File: src/rtl/pipe_pkg.sv
// rtl/pipe_pkg.sv - shared types and constants for the two-entry skid buffer
package pipe_pkg;

    typedef enum logic [1:0] {SKID_EMPTY, SKID_ONE, SKID_FULL} skid_state_t;

    localparam int SKID_DEPTH = 2;

    function automatic logic [1:0] occ_of(input skid_state_t s);
        case (s)
            SKID_ONE:  return 2'd1;
            SKID_FULL: return 2'd2;
            default:   return 2'd0;
        endcase
    endfunction

endpackage

File: src/rtl/skid_ctrl.sv
// rtl/skid_ctrl.sv - skid buffer FSM: state, registered in_ready/occupancy, datapath load strobes
module skid_ctrl
    import pipe_pkg::*;
(
    input  logic        clk_i,
    input  logic        rst_i,
    input  logic        flush_i,
    input  logic        in_valid_i,
    input  logic        out_ready_i,
    output skid_state_t state_o,
    output logic        in_ready_o,
    output logic [1:0]  occupancy_o,
    output logic        load_main_o,
    output logic        load_skid_o,
    output logic        sel_skid_o
);

    skid_state_t state_q, state_d;
    logic        in_ready_q;
    logic [1:0]  occ_q;
    logic        push, pop;

    assign push = in_valid_i & in_ready_q;
    assign pop  = (state_q != SKID_EMPTY) & out_ready_i;

    always_comb begin
        state_d     = state_q;
        load_main_o = 1'b0;
        load_skid_o = 1'b0;
        sel_skid_o  = 1'b0;
        if (flush_i) begin
            state_d = SKID_EMPTY;
        end else begin
            case (state_q)
                SKID_EMPTY: begin
                    if (push) begin
                        load_main_o = 1'b1;
                        state_d     = SKID_ONE;
                    end
                end
                SKID_ONE: begin
                    if (push && pop) begin
                        load_main_o = 1'b1;
                    end else if (push) begin
                        load_skid_o = 1'b1;
                        state_d     = SKID_FULL;
                    end else if (pop) begin
                        state_d = SKID_EMPTY;
                    end
                end
                SKID_FULL: begin
                    if (pop) begin
                        load_main_o = 1'b1;
                        sel_skid_o  = 1'b1;
                        state_d     = SKID_ONE;
                    end
                end
                default: state_d = SKID_EMPTY;
            endcase
        end
    end

    // in_ready and occupancy are decoded from the next state so they leave the FSM as flops
    always_ff @(posedge clk_i or posedge rst_i) begin
        if (rst_i) begin
            state_q    <= SKID_EMPTY;
            in_ready_q <= 1'b1;
            occ_q      <= 2'd0;
        end else begin
            state_q    <= state_d;
            in_ready_q <= (occ_of(state_d) != 2'(SKID_DEPTH));
            occ_q      <= occ_of(state_d);
        end
    end

    assign state_o     = state_q;
    assign in_ready_o  = in_ready_q;
    assign occupancy_o = occ_q;

endmodule

File: src/rtl/pipe_skid_buffer.sv
// rtl/pipe_skid_buffer.sv - two-entry elastic pipeline register with registered in_ready
module pipe_skid_buffer
    import pipe_pkg::*;
#(
    parameter int N = 24
) (
    input  logic         clk,
    input  logic         rst,
    input  logic         flush,
    input  logic         in_valid,
    input  logic [N-1:0] in_data,
    output logic         in_ready,
    output logic         out_valid,
    output logic [N-1:0] out_data,
    input  logic         out_ready,
    output logic [1:0]   occupancy
);

    skid_state_t  state;
    logic         load_main, load_skid, sel_skid;
    logic [N-1:0] main_q, main_d;
    logic [N-1:0] skid_q;

    skid_ctrl u_ctrl (
        .clk_i       (clk),
        .rst_i       (rst),
        .flush_i     (flush),
        .in_valid_i  (in_valid),
        .out_ready_i (out_ready),
        .state_o     (state),
        .in_ready_o  (in_ready),
        .occupancy_o (occupancy),
        .load_main_o (load_main),
        .load_skid_o (load_skid),
        .sel_skid_o  (sel_skid)
    );

    assign main_d = sel_skid ? skid_q : in_data;

    always_ff @(posedge clk or posedge rst) begin
        if (rst) begin
            main_q <= '0;
            skid_q <= '0;
        end else begin
            if (load_main) main_q <= main_d;
            if (load_skid) skid_q <= in_data;
        end
    end

    assign out_valid = (state != SKID_EMPTY);
    assign out_data  = main_q;

endmodule
File: config.mk
export PLATFORM = sky130hd
export DESIGN_NAME = pipe_skid_buffer
export DESIGN_NICKNAME = d
export VERILOG_FILES = /design/src/rtl/pipe_pkg.sv /design/src/rtl/skid_ctrl.sv /design/src/rtl/pipe_skid_buffer.sv
export SDC_FILE = /design/constraint.sdc
export NUM_CORES = 1
export LEC_CHECK = 0
export CAP_MARGIN = 20
export CELL_PAD_IN_SITES_DETAIL_PLACEMENT = 1
export CELL_PAD_IN_SITES_GLOBAL_PLACEMENT = 2
export CORE_MARGIN = 5
export CORE_UTILIZATION = 32
export DETAILED_ROUTE_END_ITERATION = 6
export GPL_ROUTABILITY_DRIVEN = 1
export PLACE_DENSITY_LB_ADDON = 0.1
export SLEW_MARGIN = 20
export SYNTH_ARGS = -nofsm -noshare
export SYNTH_HDL_FRONTEND = slang
export SYNTH_SLANG_ARGS = --single-unit
File: constraint.sdc
create_clock -name clk -period 2.42 [get_ports clk]
set_input_delay 0.726 -clock clk [delete_from_list [all_inputs] [get_ports clk]]
set_output_delay 0.726 -clock clk [all_outputs]
set_load 0.005 [all_outputs]
Word-level counts from Yosys, hierarchy flattened
Cells that the tools add are included.

Register bits: 53. Bits of input ports: 29. Output and inout port bits: 28. Logic and storage cells: 34.

Eq/ne operators: 5. Multiplexer cells: 19. Bitwise operators: 2. Reduce and logical (&&, ||, !) cells: 3.

Operator list (count): 2-to-1 mux 24 bit (1); 2-to-1 mux 2 bit (6); 2-to-1 mux 1 bit (9); one-hot mux 2 bit (3 select lines) (1); equality test 2 x 1 -> 1 bit (second input constant) (2); equality test 2 bit (second input constant) (2); one-hot mux 2 bit (2 select lines) (1); one-hot mux 1 bit (3 select lines) (1); AND 1 bit (2); zero test 2 bit (1); != test 2 bit (second input constant) (1); nonzero test 2 bit (1); logical AND 1 bit (1).

Logic depth before layout (Yosys ltp)
Gate-level depths: netlist of the first run.

Word-level depth: 10. Gate-level depth with buffers: 7. Gate-level depth less buffers: 4.

Cells and area by module
Synthesis of the first run repeated with hierarchy kept, for this count alone.

Cells, all modules: 180. Area total of the unflattened synthesis: 2314.7 um^2.

By module, submodules not included: pipe_skid_buffer (times used 1, cells each 157, area an instance 2077.0 um^2, seq. area each 1201.2 um^2); skid_ctrl (times used 1, cells each 23, area an instance 237.7 um^2, seq. area each 126.4 um^2).

Least setup slack after synthesis of the first run
Ideal clock, no wire load.

Path kind: in2reg. From: input in_valid. To: register skid_q[0]. Setup time: 0.125 ns. Arrival: 1.687 ns. Data required time: 2.295 ns. Slack: 0.608 ns. Stages: 5. Buffers on the path: 2. Path through: and2_1 -> buf_2 -> nand3_2 -> buf_2 -> mux2_2.

Longest elaborated chain between the ends: 5. Elaborated cells between the ends (all ways): 6. Those cells by class: 4 x mux; 1 x bitwise; 1 x reduce/logical.

RTL lines: start: declaration (line pipe_skid_buffer.sv:10) `input logic in_valid,`; AND 1 bit (*) (line skid_ctrl.sv:23) `assign push = in_valid_i & in_ready_q;`; 2-to-1 mux 1 bit / logical AND 1 bit (equally long branches) (line skid_ctrl.sv:44, skid_ctrl.sv:42); 2-to-1 mux 1 bit (*) (line skid_ctrl.sv:42) `if (push && pop) begin`; 2-to-1 mux 1 bit (*) (line skid_ctrl.sv:34) `case (state_q)`; 2-to-1 mux 1 bit (*) (line skid_ctrl.sv:31) `if (flush_i) begin`; end signal: assignment (line pipe_skid_buffer.sv:46) `if (load_skid) skid_q <= in_data;`; end: declaration (line pipe_skid_buffer.sv:22) `logic [N-1:0] skid_q;`.

Every way passes the cells marked *; elsewhere a longest branch is shown, timed or not. A chain may end at the register's enable or synchronous reset.

Worst setup path in the final report of the first run
From: register u_ctrl.state_q[1], in the netlist u_ctrl.state_o[1]. To: output out_valid.

Longest elaborated chain between the ends: 1.

RTL lines: start: declaration (line skid_ctrl.sv:18) `skid_state_t state_q, state_d;`; start signal: assignment (line skid_ctrl.sv:70) `state_q <= state_d;`; nonzero test 2 bit (line pipe_skid_buffer.sv:50) `assign out_valid = (state != SKID_EMPTY);`; end: declaration (line pipe_skid_buffer.sv:13) `output logic out_valid,`.

No other way between the ends.

==> results of run 1 <==
## registers in the layout, summed over array words and instances, names as in the netlist
register / flops
u_ctrl.in_ready_o: 1
u_ctrl.state_o: 2
skid_q: 24
u_ctrl.occupancy_o: 2
out_data: 24
## routing by layer
metal,track usage,share of wire
met2,0.196,0.49
met1,0.154,0.44
met3,0.0382,0.058
met5,0,0
met4,0.0361,0.0058
## kinds of logic (layout without fill, tap and decap cells)
kind of cell,count (synthesis),in the layout,share of synthesized area
compound gates,28,28,0.0725
simple gates,35,35,0.0714
mux,50,50,0.233
flops,53,53,0.583
buf+inv,13,75,0.0406
## per-stage QoR
| step | instance area, um2 | cells | total power [uW] |
|---|---|---|---|
| 2_1_floorplan | 2280 | 179 | 1420 |
| 3_3_place_gp | 2990 | 330 | 1680 |
| 3_5_place_dp | 2990 | 330 | 1720 |
| 4_1_cts | 3080 | 337 | 2230 |
| 5_1_grt | 3080 | 337 | 2330 |
| 6_report | 3080 | 337 | 2180 |
## power groups by stage
stage,Combinational (uW),Sequential (uW),Clock [uW]
3_5_place_dp,503,1210,0
6_report,492,1190,504
2_1_floorplan,227,1190,0
4_1_cts,506,1190,533
3_3_place_gp,487,1200,0
5_1_grt,548,1220,566
## worst paths after layout
path	from	slack, ns	end
max reg2reg	u_ctrl.state_o[0]$_DFF_PP0_	0.93	out_data[23]$_DFFE_PP0P_
min	out_data[7]$_DFFE_PP0P_	0.48	out_data[7]$_DFFE_PP0P_
max	u_ctrl.state_o[1]$_DFF_PP0_	0.18	out_valid
min reg2reg	out_data[7]$_DFFE_PP0P_	0.48	out_data[7]$_DFFE_PP0P_
min in group asynchronous	rst	0.72	skid_q[13]$_DFFE_PP0P_
max in group asynchronous	rst	1.07	skid_q[21]$_DFFE_PP0P_
## layout make-up
class / count / share of cell area
Clock inverter: 1 / 0.00244
Timing Repair Buffer: 66 / 0.219
Multi-Input combinational cell: 113 / 0.279
Inverter: 2 / 0.00244
Sequential cell: 53 / 0.431
Clock buffer: 6 / 0.0268
Tap cell: 96 / 0.0390
## worst reg2reg max path: stages (launching register included)
cell and delay [ns]:
dfrtp_1 0.45, and4bb_2 0.41, buf_12 0.21, mux2i_1 0.21, o21ai_0 0.10
## cell usage in the layout (no fill, tap or decap)
| master | instances |
|---|---|
| nand3_2 | 1 |
| o21ai_0 | 24 |
| inv_2 | 1 |
| clkinvlp_4 | 1 |
| dfstp_2 | 1 |
| or2_2 | 1 |
| nand2_1 | 24 |
| nor2_1 | 3 |
| and2_1 | 1 |
| mux2_2 | 24 |
| o22a_1 | 1 |
| mux2i_1 | 26 |
| a31oi_4 | 1 |
| clkbuf_8 | 6 |
| buf_12 | 3 |
| clkdlybuf4s50_1 | 56 |
| dfrtp_1 | 52 |
| and4bb_2 | 1 |
| nand3b_1 | 1 |
| inv_1 | 1 |
| a211oi_1 | 2 |
| buf_4 | 7 |
| nor2b_1 | 1 |
| nand2b_1 | 2 |
==> impl_metrics.csv, run 1 <==
group,metric,value,unit
job,cap_violations,0,
clock_tree,cts_root_buf,"clkbuf_8",
sta,timing.final.ws_setup,0.182,ns
drt,avgViaCountPerCell,4.57,
final_layout,drive_above_1_share,0.195,
grt,grt_max_degree,37,
run_status,outcome,"completed",
clock_tree,worstSkewPairLatency,0.30,ns
sta,max_slew.worst_pin.slew,0.366,ns
clock_tree,cts_made_buffers,5,
synthesis,synth.most_common_cell,"dfrtp_1",
sta,fin_crit,2.24,ns
sta,final-max-slew-violation-count,0,
final_layout,regArea,0.00133,mm2
synthesis,synth.net_count,208,
drt,drtIter0Drc,31,
synthesis,synth_edf_count,0,
sta,fmax,447,MHz
clock_tree,clk_pin_slew,0.09,ns
synthesis,synth_area_leaders,"dfrtp_1, mux2_2, mux2i_1",
final_layout,utilization,0.448,
pwr,p_switching,550,uW
final_layout,finalNetCount,270,
sta,finalSetupViolCount,0,
final_layout,multi_input_area,858,um2
synthesis,ys_warn_count,0,
pwr,switching_share,0.252,
floorplanning,rows,30,
drt,vias,1539,
critical_path,reg2regPathDepth,4,
grt,grt_pass1_wl,8.36,mm
place,gp_congestion,0.723,
drt,wl_per_cell,14.8,um
place,hpwl,3.67,mm
synthesis,async_flop_share,1.00,
synthesis,netlist_instances,179,
critical_path,critical_path.top_delay_family,"flip-flops",
synthesis,synthTopCellsByCount,"dfrtp_1, mux2i_1, mux2_2, nand2_1, o21ai_0",
critical_path,crit_path_cell_trace,"or2_2 > clkdlybuf4s50_1",
floorplanning,dieArea,0.00891,mm2
synthesis,synth.largest_area_cell,"dfrtp_1",
synthesis,syn_area_per_cell,12.7,um2
sta,rsz0062_at_grt,"false",
floorplanning,fp.coreArea,0.00687,mm2
pwr,cellLeakagePower,0.00127,uW
sta,max_slew_margin,0.756,
critical_path,setup.worst_path.end_class,"output port",
synthesis,synth-seq-cells,53,
synthesis,synthFlopType,"dfrtp_1",
pwr,power.density,710,mW/mm2
critical_path,worstSetupPathType,"reg -> out",
sta,hold_viol,0,
critical_path,critPathArrivalTime,1.51,ns
clock_tree,clock_sinks,53,
clock_tree,post-cts-setup-buffers,0,
final_layout,fillerInstances,742,
critical_path,cp.depth,2,
critical_path,startpoint_type,"register",
synthesis,syn_area,0.00228,mm2
floorplanning,start_util,0.332,
critical_path,crit_fanout,7,
place,preCtsSetupSlack,0.0838,ns
critical_path,cp_slowest_cell,"dfrtp_1",
floorplanning,die_h,94.4,um
grt,antenna_found_initial,0,
grt,grt_pass1_vias,1720,
pwr,seq_power_share,0.544,
sta,skew,0.00772,ns
synthesis,synth_top_area_frac,0.571,
grt,grt_usage,0.121,
pwr,clkPwrFrac,0.231,
place,io_buffers,56,
critical_path,cp.buffers_inverters,1,
final_layout,syn_to_final_growth,35.0,%
hold_path,hold_class,"reg -> reg",
pwr,p_int,1630,uW
synthesis,seq_area_frac_synth,0.583,
grt,grt_overflow,0,
critical_path,max_stage_delay,0.45,ns
floorplanning,ios,57,
sta,timing.hold.ws,0.484,ns
clock_tree,htreeDepth,2,
drt,antenna_left,0,
clock_tree,cts_buffer_depth,2,
hold_path,worstHoldPathCells,2,
floorplanning,die_w,94.4,um
clock_tree,cts_resized,0,
sta,tns,0,ns
drt,dr.pass1.iters,3,
drt,wl,4.98,mm
pwr,peakVddDrop,339,uV
critical_path,crit_required,1.69,ns
clock_tree,cts_hold_buf,0,
drt,drc,0,
clock_tree,cts_tree,"built",
sta,finalCritPeriodShare,0.925,
final_layout,num_antenna_cells,0,
synthesis,synth.distinct_cells,22,
pwr,pwr-share-comb,0.225,
(Power assumes the default switching activity.)
==> run 2: changes to the inputs <==
Clock period 2.42 ns to 2.3 ns, I/O delays scaled along.
==> impl_metrics.csv, run 2 (same netlist as run 1, synthesis figures left out) <==
group,metric,value,unit
run_status,outcome,"completed",
final_layout,regArea,0.00133,mm2
critical_path,r2r_end,"out_data[16]$_DFFE_PP0P_",
sta,fmax,449,MHz
sta,hold_viol,0,
final_layout,finalNetCount,270,
pwr,p_int,1800,uW
final_layout,utilization,0.452,
grt,grt_max_degree,54,
final_layout,drive_above_1_share,0.195,
sta,final-max-slew-violation-count,0,
final_layout,num_antenna_cells,0,
place,gp_congestion,0.744,
final_layout,syn_to_final_growth,36.2,%
clock_tree,post-cts-setup-buffers,0,
drt,drc,0,
floorplanning,die_w,94.4,um
place,hpwl,3.62,mm
pwr,cellLeakagePower,0.00128,uW
pwr,p_switching,572,uW
grt,grt_pass1_wl,8.47,mm
critical_path,rrSetupSlack,0.81,ns
critical_path,r2r_start,"u_ctrl.state_o[0]$_DFF_PP0_",
pwr,clkPwrFrac,0.252,
drt,avgViaCountPerCell,4.57,
place,preCtsSetupSlack,0.0817,ns
pwr,seq_power_share,0.528,
clock_tree,clk_pin_slew,0.09,ns
clock_tree,htreeDepth,2,
critical_path,startpoint_type,"register",
critical_path,reg2regPathDepth,4,
final_layout,most-common-layout-cells,"clkdlybuf4s50_1, dfrtp_1, mux2i_1",
final_layout,final_common_cell,"clkdlybuf4s50_1",
final_layout,multi_input_area,858,um2
pwr,peakVddDrop,273,uV
clock_tree,clock_sinks,53,
grt,grt_overflow,0,
sta,finalCritPeriodShare,0.968,
critical_path,critPathCapture,"out_valid",
grt,antenna_found_initial,0,
pwr,power.density,765,mW/mm2
final_layout,fillerInstances,748,
clock_tree,cts_made_buffers,5,
sta,max_slew.worst_pin.slew,0.291,ns
job,cap_violations,0,
clock_tree,cts_tree,"built",
critical_path,crit_path_start,"u_ctrl.state_o[1]$_DFF_PP0_",
sta,skew,0.00223,ns
clock_tree,cts_root_buf,"clkbuf_8",
clock_tree,cts_resized,0,
sta,max_slew_margin,0.805,
drt,wl,5.00,mm
critical_path,worstSetupPathType,"reg -> out",
clock_tree,cts_buffer_depth,2,
critical_path,crit_required,1.61,ns
floorplanning,rows,30,
drt,dr.pass1.iters,2,
sta,tns,0,ns
pwr,switching_share,0.241,
drt,antenna_left,0,
pwr,pwr-share-comb,0.220,
floorplanning,dieArea,0.00891,mm2
floorplanning,fp.coreArea,0.00687,mm2
sta,fin_crit,2.23,ns
drt,vias,1539,
critical_path,critPathArrivalTime,1.54,ns
critical_path,crit_fanout,7,
clock_tree,cts_hold_buf,0,
place,io_buffers,56,
sta,finalSetupViolCount,0,
grt,grt_pass1_vias,1774,
critical_path,setup.worst_path.end_class,"output port",
drt,drtIter0Drc,13,
sta,rsz0062_at_grt,"false",
floorplanning,ios,57,
clock_tree,worstSkewPairLatency,0.29,ns
floorplanning,die_h,94.4,um
floorplanning,start_util,0.332,
sta,timing.final.ws_setup,0.0725,ns
drt,wl_per_cell,14.8,um
grt,grt_usage,0.121,
hold_path,hold_class,"reg -> reg",
-- run 2: cell types whose count changed in the layout (fill, tap and decap cells not counted) --
cell | previous run | this run
clkinv_2 | 0 | 1
buf_12 | 3 | 4
buf_4 | 7 | 6
clkbuf_8 | 6 | 5
bufinv_16 | 0 | 1
clkinvlp_4 | 1 | 0
-- run 2: area by class of cell --
class	instances	share of cell area
clock inverters	2	0.0113
well taps	96	0.0387
repair buffers	66	0.221
multi-input cells	113	0.277
inverters	2	0.00242
clock buffers	5	0.0222
flip-flops and latches	53	0.428
-- run 2: through the flow --
stage | std cells | power (uW) | cell area (um2) | hold WS [ns]
3_5_place_dp | 330 | 1810 | 3000 | 0.475
5_1_grt | 337 | 2530 | 3100 | 0.522
2_1_floorplan | 179 | 1490 | 2280 | 0.470
4_1_cts | 337 | 2430 | 3100 | 0.496
6_report | 337 | 2370 | 3100 | 0.489
3_3_place_gp | 330 | 1770 | 3000 | 0.461
-- run 2: power groups by stage --
| stage | sequential (uW) | combinational [uW] | clock, uW |
|---|---|---|---|
| floorplan | 1250 | 239 | 0 |
| global placement | 1260 | 515 | 0 |
| detailed placement | 1280 | 534 | 0 |
| CTS | 1260 | 538 | 632 |
| global route | 1280 | 583 | 663 |
| finish | 1250 | 522 | 597 |
-- run 2: routing by layer --
metal	global-route usage	wire length [um]	vias to the layer above
met1	0.144	2130	760
met4	0.0289	43	0
met2	0.217	2580	37
met5	0	0	-
li1	-	-	736
met3	0.0335	250	6
-- run 2: worst max-delay path: stages (launching register included) --
cell	delay, ns
dfrtp_1	0.46
or2_2	0.33
clkdlybuf4s50_1	0.45
-- run 2: how the worst min path moves through the flow --
stage / start / to / slack [ns] / cells past startpoint
CTS: out_data[20]$_DFFE_PP0P_ / out_data[20]$_DFFE_PP0P_ / 0.50 / 2
global route: out_data[3]$_DFFE_PP0P_ / out_data[3]$_DFFE_PP0P_ / 0.52 / 2
floorplan: out_data[0]$_DFFE_PP0P_ / out_data[0]$_DFFE_PP0P_ / 0.47 / 2
detailed placement: out_data[20]$_DFFE_PP0P_ / out_data[20]$_DFFE_PP0P_ / 0.47 / 2
finish: out_data[20]$_DFFE_PP0P_ / out_data[20]$_DFFE_PP0P_ / 0.49 / 2
global placement: out_data[6]$_DFFE_PP0P_ / out_data[6]$_DFFE_PP0P_ / 0.46 / 2
==> edit, RTL diff (flow settings as in run 2) <==
The 3 states of `skid_state_t` get a one-hot encoding in 3 bits.
--- a/src/rtl/pipe_pkg.sv
+++ b/src/rtl/pipe_pkg.sv
@@ -2,5 +2,5 @@
 package pipe_pkg;
 
-    typedef enum logic [1:0] {SKID_EMPTY, SKID_ONE, SKID_FULL} skid_state_t;
+    typedef enum logic [2:0] {SKID_EMPTY = 3'b001, SKID_ONE = 3'b010, SKID_FULL = 3'b100} skid_state_t;
 
     localparam int SKID_DEPTH = 2;
Behaviour: no difference found for any inputs over 10 cycles, from zero or initial values and one cycle with rst high; not proved beyond that.
==> edit against run 2 <==
Core utilization is 0.86 points higher. Worst hold slack better by 0.026 ns. Area after synthesis is 6.2% higher. Cell area is 8.2% higher. Register-to-register slack worse by 0.75 ns. Routed wire length is 15% higher. Sequential cell count is 1 higher. Sequential power is 5% higher. Critical path type is now flip-flop to flip-flop. Count of clock-buffer cells in the layout stayed put. Setup slack worse by 0.011 ns. Power is 15% higher.
==> edit: results (changes against run 2) <==
metric,value,unit,change
status,completed,,
ys_seq_area_share,56.0,%,-2.3 points
grt_pass1_wl,9.72,mm,+15%
place_area,0.00319,mm²,+6.3%
grt_pass1_vias,1886,,+6.3%
synth_async_sr_flop_share,100,%,unchanged
drt_iter0_drc,18,,+5
fin_nets,259,,-4.1%
power_combinational,0.784,mW,+50%
leakage,1.44,nW,+12%
layout-drive-gt1-share,45.5,%,+26 points
synth_common_cells,"73 x mux2_2, 52 x dfrtp_1, 5 x buf_2",,
ir_worst_vdd,311,µV,+14%
wl_met1,2.40,mm,+12%
synth.area.top_cells,"dfrtp_1 54%, mux2_2 34%, dfstp_2 2.2%",,
hold_class,flip-flop to flip-flop,,
met3_usage,3.53,%,+0.18 points
wl_met2,3.10,mm,+20%
cp_data_arrival_time,2.43,ns,+0.89 ns
synth_nets,190,,-8.7%
yosysUniqueCellTypes,24,,+9.1%
wirelength,5.74,mm,+15%
place_worst_setup_slack,-0.544,ns,-0.626 ns
crit_fanout,12,,+5
dp.final_hpwl,4.08,mm,+13%
grt_max_degree,25,,-54%
antenna_found_initial,0,,unchanged
vias_per_cell,4.75,,+3.9%
cts_made_buffers,5,,unchanged
worst_clock_skew,0.00465,ns,+0.00242 ns
dpl.cell_count,318,,-3.6%
cts_setup_buffers,2,,+2
place_congestion,0.761,,+2.2%
met3WireLength,234,µm,-6.4%
gr-usage-met2,22.0,%,+0.28 points
via_count,1566,,+1.8%
root_buffer,clkbuf_8,,
die-width,96.9,µm,+2.7%
max-slew-margin-rel,71.0,%,-9.5 points
ctsResizeCount,4,,+4
htree_levels,2,,unchanged
top_layer,met4,,
seq_power,1.31,mW,+5%
total_power,2.73,mW,+15%
met1_usage,15.7,%,+1.3 points
sw_frac_of_total,24.5,%,+0.42 points
grtUsageTotal,12.7,%,+0.58 points
syn_area_per_cell,15.0,µm²,+18%
-- edit: cell types whose count changed after synthesis, moves of 3 or more --
cell and delta:
nand2_1 -22, mux2i_1 -26, mux2_2 +49, o21a_1 +3, o21ai_0 -23
-- edit: cell families (layout without fill, tap and decap cells) --
kind of cell | count (synthesis) | count (layout) | share of synthesized area, %
buf+inv | 10 | 80 | 2.43
mux | 73 | 73 | 34.0
compound gates | 10 | 10 | 3.93
flops | 54 | 54 | 56.0
simple gates | 14 | 14 | 3.67
-- edit: cell type report --
| type | instances | area (µm²) |
|---|---|---|
| Multi-Input combinational cell | 97 | 1010 |
| Clock inverter | 3 | 43.8 |
| Inverter | 2 | 7.51 |
| Sequential cell | 54 | 1360 |
| Timing Repair Buffer | 70 | 747 |
| Tap cell | 99 | 124 |
| Fill cell | 761 | 3940 |
| Clock buffer | 5 | 68.8 |
-- edit: worst paths after layout --
kind	start	to	slack [ns]	depth (start not counted)
max in group asynchronous	rst	u_ctrl.in_ready_o$_DFF_PP1_	1.08	3
max reg2reg	u_ctrl.in_ready_o$_DFF_PP1_	out_data[22]$_DFFE_PP0P_	0.06	6
min	skid_q[10]$_DFFE_PP0P_	skid_q[10]$_DFFE_PP0P_	0.51	1
min in group asynchronous	rst	out_data[15]$_DFFE_PP0P_	0.70	2
min reg2reg	skid_q[10]$_DFFE_PP0P_	skid_q[10]$_DFFE_PP0P_	0.51	1
max	u_ctrl.in_ready_o$_DFF_PP1_	out_data[22]$_DFFE_PP0P_	0.06	6
-- edit: worst max-delay path, cell delays in order, from the launching register on --
cell      delay (ns)
dfstp_2         0.60
nand2_1         0.07
or4b_4          0.51
a221oi_4        0.30
buf_4           0.17
buf_12          0.14
mux2_2          0.34
